File: config.mk
export PLATFORM = sky130hd
export DESIGN_NAME = if_fetch_unit
export DESIGN_NICKNAME = d
export VERILOG_FILES = /design/src/rtl/if_fetch_unit.sv
export SDC_FILE = /design/constraint.sdc
export NUM_CORES = 1
export LEC_CHECK = 0
export CORE_ASPECT_RATIO = 1.4
export CORE_UTILIZATION = 52
export DETAILED_ROUTE_END_ITERATION = 10
export GPL_ROUTABILITY_DRIVEN = 0
export PLACE_DENSITY = 0.95
export SLEW_MARGIN = 5
export SYNTH_ARGS = -nofsm -noshare
export SYNTH_HDL_FRONTEND = slang
export SYNTH_SLANG_ARGS = --single-unit
export TNS_END_PERCENT = 10
File: constraint.sdc
create_clock -name clk -period 6.6 [get_ports clk]
set_input_delay 0.66 -clock clk [delete_from_list [all_inputs] [get_ports clk]]
set_output_delay 0.66 -clock clk [all_outputs]
set_load 0.03 [all_outputs]
File: src/rtl/if_fetch_unit.sv
// ============================================================================
// Module      : if_fetch_unit
// Description : Instruction-fetch front end. Owns the PC, issues req/ack
//               fetches and holds one instruction for decode.
// Revision    : 1.0 - initial release
// ============================================================================
`default_nettype none

module if_fetch_unit #(
  parameter int unsigned      XLEN      = 32,
  parameter logic [XLEN-1:0]  RESET_PC  = 32'h0000_0000,
  parameter logic [31:0]      NOP_INSTR = 32'h0000_0013
) (
  input  logic            clk,
  input  logic            rst_n,
  input  logic            redirect_valid,
  input  logic [XLEN-1:0] redirect_pc,
  output logic            imem_req,
  output logic [XLEN-1:0] imem_addr,
  input  logic            imem_ack,
  input  logic [31:0]     imem_rdata,
  output logic            if_valid,
  input  logic            if_ready_i,
  output logic [31:0]     if_instr,
  output logic [XLEN-1:0] if_pc,
  output logic [XLEN-1:0] if_pc_plus4
);

  localparam logic [XLEN-1:0] c_PC_INC     = XLEN'(4);
  localparam logic [XLEN-1:0] c_ALIGN_MASK = ~XLEN'(3);

  typedef enum logic [1:0] {
    ST_IDLE   = 2'd0,
    ST_REQ    = 2'd1,
    ST_SQUASH = 2'd2
  } state_t;

  state_t          r_state, w_state_next;
  logic [XLEN-1:0] r_pc, w_pc_next;
  logic [XLEN-1:0] r_sq_addr, w_sq_addr_next;
  logic            r_valid;
  logic [31:0]     r_instr;
  logic [XLEN-1:0] r_if_pc;
  logic            w_load;
  logic            w_bfree;
  logic [XLEN-1:0] w_redir_pc;

  assign w_bfree    = !r_valid || if_ready_i;
  assign w_redir_pc = redirect_pc & c_ALIGN_MASK;

  // A squashed fetch must stay on its original address until memory acks it.
  assign imem_req    = (r_state == ST_REQ) || (r_state == ST_SQUASH);
  assign imem_addr   = (r_state == ST_SQUASH) ? r_sq_addr : r_pc;
  assign if_pc_plus4 = imem_addr + c_PC_INC;

  assign if_valid = r_valid;
  assign if_instr = r_instr;
  assign if_pc    = r_if_pc;

  always_comb begin
    w_state_next   = r_state;
    w_pc_next      = r_pc;
    w_sq_addr_next = r_sq_addr;
    w_load         = 1'b0;
    case (r_state)
      ST_IDLE: begin
        if (redirect_valid) begin
          w_pc_next = w_redir_pc;
        end else if (w_bfree) begin
          w_state_next = ST_REQ;
        end
      end
      ST_REQ: begin
        if (imem_ack) begin
          w_state_next = ST_IDLE;
          if (redirect_valid) begin
            w_pc_next = w_redir_pc;
          end else begin
            w_load    = 1'b1;
            w_pc_next = r_pc + c_PC_INC;
          end
        end else if (redirect_valid) begin
          w_sq_addr_next = r_pc;
          w_pc_next      = w_redir_pc;
          w_state_next   = ST_SQUASH;
        end
      end
      ST_SQUASH: begin
        if (redirect_valid) begin
          w_pc_next = w_redir_pc;
        end
        if (imem_ack) begin
          w_state_next = ST_IDLE;
        end
      end
      default: begin
        w_state_next = ST_IDLE;
      end
    endcase
  end

  always_ff @(posedge clk) begin
    if (!rst_n) begin
      r_state   <= ST_IDLE;
      r_pc      <= RESET_PC;
      r_sq_addr <= RESET_PC;
    end else begin
      r_state   <= w_state_next;
      r_pc      <= w_pc_next;
      r_sq_addr <= w_sq_addr_next;
    end
  end

  // Redirect wins over both a same-cycle load and a pending transfer.
  always_ff @(posedge clk) begin
    if (!rst_n) begin
      r_valid <= 1'b0;
      r_instr <= NOP_INSTR;
      r_if_pc <= '0;
    end else if (redirect_valid) begin
      r_valid <= 1'b0;
    end else if (w_load) begin
      r_valid <= 1'b1;
      r_instr <= imem_rdata;
      r_if_pc <= r_pc;
    end else if (r_valid && if_ready_i) begin
      r_valid <= 1'b0;
    end
  end

endmodule

`default_nettype wire

==> impl_metrics.env, run 1 <==
export IMPL_run_status="completed"
export IMPL_met3_length_um=1820
export IMPL_cts_resized_gates=0
export IMPL_vias_per_cell=6.01
export IMPL_cts_root_buffer="clkbuf_16"
export IMPL_post_cts_repair_setup_buffers=0
export IMPL_clock_path_buffers=2
export IMPL_total_power_mw=2.16
export IMPL_coreArea_um2=12900
export IMPL_cp_slowest_cell="clkdlybuf4s50_1"
export IMPL_place_hpwl_um=13800
export IMPL_synth_area_leaders="dfxtp_1 38%, nand2_1 12%, a21boi_0 11%"
export IMPL_timing_final_crit_period_ns=4.92
export IMPL_finalHoldViolCount=0
export IMPL_synth_top_area_share_pct=38.0
export IMPL_async_flop_share_pct=0
export IMPL_hold_buffers=0
export IMPL_seq_area_frac_synth_pct=38.0
export IMPL_cp_common_cell="inv_1"
export IMPL_grt_pass1_vias=6798
export IMPL_reg2reg_to="r_pc[19]"
export IMPL_crit_type="flip-flop to output port"
export IMPL_first_pass_iters=6
export IMPL_rsz0062_at_grt="no"
export IMPL_track_usage_pct=30.2
export IMPL_dp_slack_ns=2.15
export IMPL_routed_top_layer="met4"
export IMPL_ys_types=60
export IMPL_cp_max_fo=56
export IMPL_wl_met1_um=7470
export IMPL_syn_avg_cell_area_um2=7.87
export IMPL_ir_drop_uv=200
export IMPL_endpoint="if_pc_plus4[28]"
export IMPL_setup_tns_ns=0
export IMPL_io_pins=199
export IMPL_path_cells="inv_1 -> ha_2 -> buf_4 -> mux2i_1 -> inv_1 -> ha_1 -> a21boi_0 -> nand4_1 -> nor4_1 -> xor2_1 -> clkdlybuf4s50_1"
export IMPL_relSlewSlack_pct=19.7
export IMPL_grt_max_degree=83
export IMPL_tightest_slew_ns=1.20
export IMPL_timing_rr_start="r_state[0]"
export IMPL_finalNetCount=1099
export IMPL_grt_pass1_wl_um=33000
export IMPL_cp_num_cells=11
export IMPL_clkSlewWorstSetupHoldPaths_ns=0.06
export IMPL_reg2reg_slack_ns=3.85
export IMPL_port_buffers=196
export IMPL_synth_edf_count=0
export IMPL_dr_total_vias=7155
export IMPL_die_w_um=99.3
export IMPL_wl_per_cell_um=17.6
export IMPL_cts_sinks=131
export IMPL_path_buf_inv=4
export IMPL_synth_most_common_cell="nand2_1"
export IMPL_gr_total_overflow=0
export IMPL_initial_utilization_pct=53.6
export IMPL_fp_dieH_um=138
export IMPL_n_antenna_cell=0
export IMPL_drive_above_1_share_pct=7.43
export IMPL_setup_viol=0
export IMPL_holdCritPathClass="flip-flop to flip-flop"
export IMPL_synth_nets=951
export IMPL_crit_start="r_state[0]"
export IMPL_routed_wl_um=20900
export IMPL_p_per_area_nw_per_um2=230
export IMPL_ant_nets=0
export IMPL_required_ns=5.94
export IMPL_ys_ff_latch=131
export IMPL_drt_initial_drc_count=681
export IMPL_met2_wirelength_um=10700
export IMPL_p_leak_nw=3.37
export IMPL_cts_buffers=17
export IMPL_clk_latency_ns=0.42
export IMPL_r2r_cells=7
export IMPL_cp_end_kind="output port"
export IMPL_yosysWarnings=0
export IMPL_areaGrowthSynthToFinish_pct=36.3
export IMPL_synthTopCellsByCount="226 x nand2_1, 131 x dfxtp_1, 102 x a21boi_0, 52 x clkbuf_1, 35 x nor2_1"
export IMPL_setup_ws_ns=1.68
export IMPL_yosysTopAreaCell="dfxtp_1"
export IMPL_drv_cap=0
export IMPL_h_tree_depth=4
export IMPL_max_stage_delay_ns=0.70
export IMPL_cp_arrival_ns=4.26
export IMPL_clock_fmax_mhz=203
export IMPL_cts_tree="done"
export IMPL_crit_family="buffers and inverters"
export IMPL_netlist_instances=876
export IMPL_start_kind="flip-flop"
export IMPL_skew_ns=0.0114
export IMPL_syn_area_um2=6900
export IMPL_period_share_pct=74.6
export IMPL_report_final_slew_viol_count=0
export IMPL_drcViolationCount=0
export IMPL_die_area_um2=13700
export IMPL_rows=49
export IMPL_synthFlopType="dfxtp_1"
export IMPL_antenna_found_initial=0
[worst min-delay path by stage]
stage / from / end / slack (ns) / cells past startpoint
after floorplan: r_sq_addr[0] / r_sq_addr[0] / 0.44 / 2
after global placement: if_instr[4] / if_instr[4] / 0.45 / 2
after detailed placement: if_instr[26] / if_instr[26] / 0.46 / 2
after CTS: if_instr[26] / if_instr[26] / 0.46 / 2
after global routing: if_instr[26] / if_instr[26] / 0.48 / 2
final: if_instr[26] / if_instr[26] / 0.46 / 2
[layout by cell type, fill, tap and decap left out, drive strengths merged, types with 11 or more instances in the layout]
cell,instances
o21ai,24
xnor2,15
xor2,11
mux2i,13
nor3,14
nand3,28
clkdlybuf4s50,195
nor2,35
nand2,226
a21boi,102
clkbuf,18
a21oi,21
mux2,22
dfxtp,131
nand4,19
and3,13
a31oi,12
inv,20
[registers in the layout, summed over array words and instances, names as in the netlist]
| signal | count |
|---|---|
| if_instr | 32 |
| if_pc | 32 |
| r_pc | 32 |
| r_sq_addr | 32 |
| r_state | 2 |
| if_valid | 1 |
[where the power goes]
group	internal, mW	leakage (nW)	switching (mW)
Combinational	0.149	2.01	0.180
Sequential	0.815	1.06	0.0406
Clock	0.608	0.294	0.370
Total	1.57	3.37	0.590
[tightest hold or removal path: cells and delay by family (launching register included)]
kind,cells,cell delay (ns)
DFF,1,0.30
AOI/OAI and AO/OA,1,0.06
and+or+nand+nor,1,0.04
[cell families after synthesis]
group | after synthesis | synth area share, %
multiplexers | 35 | 5.48
adder cells (fa/ha/maj) | 6 | 1.09
buffers and inverters | 90 | 5.52
XOR/XNOR | 26 | 3.30
AO/OA/AOI/OAI | 209 | 21.6
flip-flops | 131 | 38.0
AND/OR/NAND/NOR | 379 | 25.0
[final cells by class]
class | instances | area [um2]
inverter | 16 | 60.1
clock buffer | 18 | 439
multi-input combinational | 655 | 3900
tap | 153 | 191
fill | 885 | 3470
timing repair buffer | 203 | 2010
sequential | 131 | 2620
clock inverter | 14 | 175
[per-stage QoR]
| stage | utilization [%] | std cells | cell area [um2] | hold slack, ns |
|---|---|---|---|---|
| 3_5_place_dp | 68.2 | 1158 | 8790 | 0.455 |
| 4_1_cts | 73.0 | 1190 | 9400 | 0.463 |
| 3_3_place_gp | 68.2 | 1158 | 8790 | 0.448 |
| 5_1_grt | 73.0 | 1190 | 9400 | 0.482 |
| 2_1_floorplan | - | 876 | 6900 | 0.440 |
| 6_report | 73.0 | 1190 | 9400 | 0.460 |
[routing by layer]
metal  track usage [%]  vias to the layer above
met3              7.43                       90
met2              53.0                      428
met5                 0                        -
li1                  -                     3325
met4              17.3                        0
met1              32.5                     3312
(Power assumes the default switching activity.)
==> run 2, diff against run 1 <==
- CORE_UTILIZATION: 52 -> 48
- PLACE_DENSITY: 0.95 -> 0.91
- clock period: 6.6 -> 4.77 ns (I/O delays scaled with it)
==> run 2 against run 1 <==
Effect of this change: combinational power grew 41%; first-iteration DRC count is 28% lower; clock power increased by 26%; cell area is 0.13% higher; critical path depth decreased by 2; die area is 8.2% higher; cell count grew 2.9%; via count down 2.3%; sequential power up 38%; global-route usage shrank 1.7 points; hold slack worse by 0.00093 ns.
==> impl_metrics.env, run 2 (same netlist as run 1, synthesis figures left out) <==
export IMPL_grt_pass1_vias=6759
export IMPL_cp_arrival_ns=3.89
export IMPL_cp_end_kind="output port"
export IMPL_first_pass_iters=6
export IMPL_required_ns=4.29
export IMPL_tightest_slew_ns=1.30
export IMPL_cts_root_buffer="clkbuf_16"
export IMPL_finalHoldViolCount=0
export IMPL_holdCritPathClass="flip-flop to flip-flop"
export IMPL_drcViolationCount=0
export IMPL_gr_total_overflow=0
export IMPL_grt_max_degree=78
export IMPL_timing_final_crit_period_ns=4.37
export IMPL_fp_dieH_um=144
export IMPL_mostFrequentLayoutCell="nand2_1"
export IMPL_h_tree_depth=4
export IMPL_relSlewSlack_pct=13.0
export IMPL_track_usage_pct=28.5
export IMPL_drv_cap=0
export IMPL_ant_nets=0
export IMPL_setup_tns_ns=0
export IMPL_total_power_mw=2.87
export IMPL_multiInputGateArea_um2=3900
export IMPL_rsz0062_at_grt="no"
export IMPL_routed_wl_um=20600
export IMPL_period_share_pct=91.5
export IMPL_setup_viol=0
export IMPL_coreArea_um2=14000
export IMPL_p_per_area_nw_per_um2=305
export IMPL_n_antenna_cell=0
export IMPL_cts_tree="done"
export IMPL_wl_per_cell_um=16.8
export IMPL_p_leak_nw=3.36
export IMPL_rows=51
export IMPL_antenna_found_initial=0
export IMPL_mostFrequentLayoutCells="225 x nand2_1, 195 x clkdlybuf4s50_1, 131 x dfxtp_1"
export IMPL_nFillCells=1093
export IMPL_start_kind="flip-flop"
export IMPL_clkSlewWorstSetupHoldPaths_ns=0.06
export IMPL_ir_drop_uv=247
export IMPL_skew_ns=0.00876
export IMPL_dr_total_vias=6987
export IMPL_clk_latency_ns=0.41
export IMPL_vias_per_cell=5.70
export IMPL_drive_above_1_share_pct=7.60
export IMPL_clock_path_buffers=2
export IMPL_io_pins=199
export IMPL_die_area_um2=14900
export IMPL_report_final_slew_viol_count=0
export IMPL_crit_type="flip-flop to output port"
export IMPL_grt_pass1_wl_um=32700
export IMPL_cts_resized_gates=0
export IMPL_cts_buffers=17
export IMPL_place_inst=1193
export IMPL_areaGrowthSynthToFinish_pct=36.5
export IMPL_seqCellArea_um2=2620
export IMPL_hold_buffers=0
export IMPL_cts_sinks=131
export IMPL_die_w_um=103
export IMPL_port_buffers=196
export IMPL_post_cts_repair_setup_buffers=0
export IMPL_initial_utilization_pct=49.4
export IMPL_clock_fmax_mhz=229
export IMPL_cp_max_fo=31
export IMPL_finalNetCount=1102
export IMPL_fin_cells=1225
export IMPL_run_status="completed"
export IMPL_drt_initial_drc_count=488
export IMPL_place_hpwl_um=14100
run 2: area by class of cell:
class | count | share of cell area [%]
clock inverter | 12 | 1.14
timing repair buffer | 206 | 21.6
clock buffer | 20 | 4.85
tap | 185 | 2.46
multi-input combinational | 655 | 41.4
inverter | 16 | 0.638
sequential | 131 | 27.9
run 2: worst paths after layout:
check | startpoint | to | slack (ns) | cells past startpoint
worst max-delay path | r_state[0] | if_pc_plus4[31] | 0.40 | 9
worst min-delay path | if_pc[10] | if_pc[10] | 0.46 | 2
worst min register to register | if_pc[10] | if_pc[10] | 0.46 | 2
worst max register to register | r_state[0] | r_pc[19] | 1.66 | 8
run 2: metal layers:
layer / track usage (%) / vias to the layer above / wire, um
met2: 47.9 / 353 / 10200
met3: 6.86 / 87 / 1500
met1: 31.6 / 3210 / 7820
met5: 0 / - / 0
li1: - / 3337 / -
met4: 18.8 / 0 / 1150
run 2: report_power, final:
group          internal (mW)  switching [mW]  total [mW]
Sequential              1.13          0.0512        1.18
Combinational          0.209           0.255       0.463
Clock                  0.743           0.485        1.23
run 2: critical path: stages (launching register included):
cell and delay, ns:
dfxtp_1 0.35, inv_1 0.10, ha_2 0.40, buf_4 0.39
nand3_1 0.15, a22oi_1 0.33, nand4_1 0.45, nor4_1 0.44
xor2_1 0.17, clkdlybuf4s50_1 0.68
run 2: stage by stage:
stage                     hold slack [ns]  utilization (%)  worst slack, ns  cell area (um2)
after floorplan                     0.440                -            0.572             6900
after global placement              0.447             63.3            0.903             8850
after detailed placement            0.456             63.3            0.873             8850
final                               0.459             67.4            0.404             9410
after global routing                0.478             67.4           0.0941             9410
after CTS                           0.464             67.4            0.421             9410
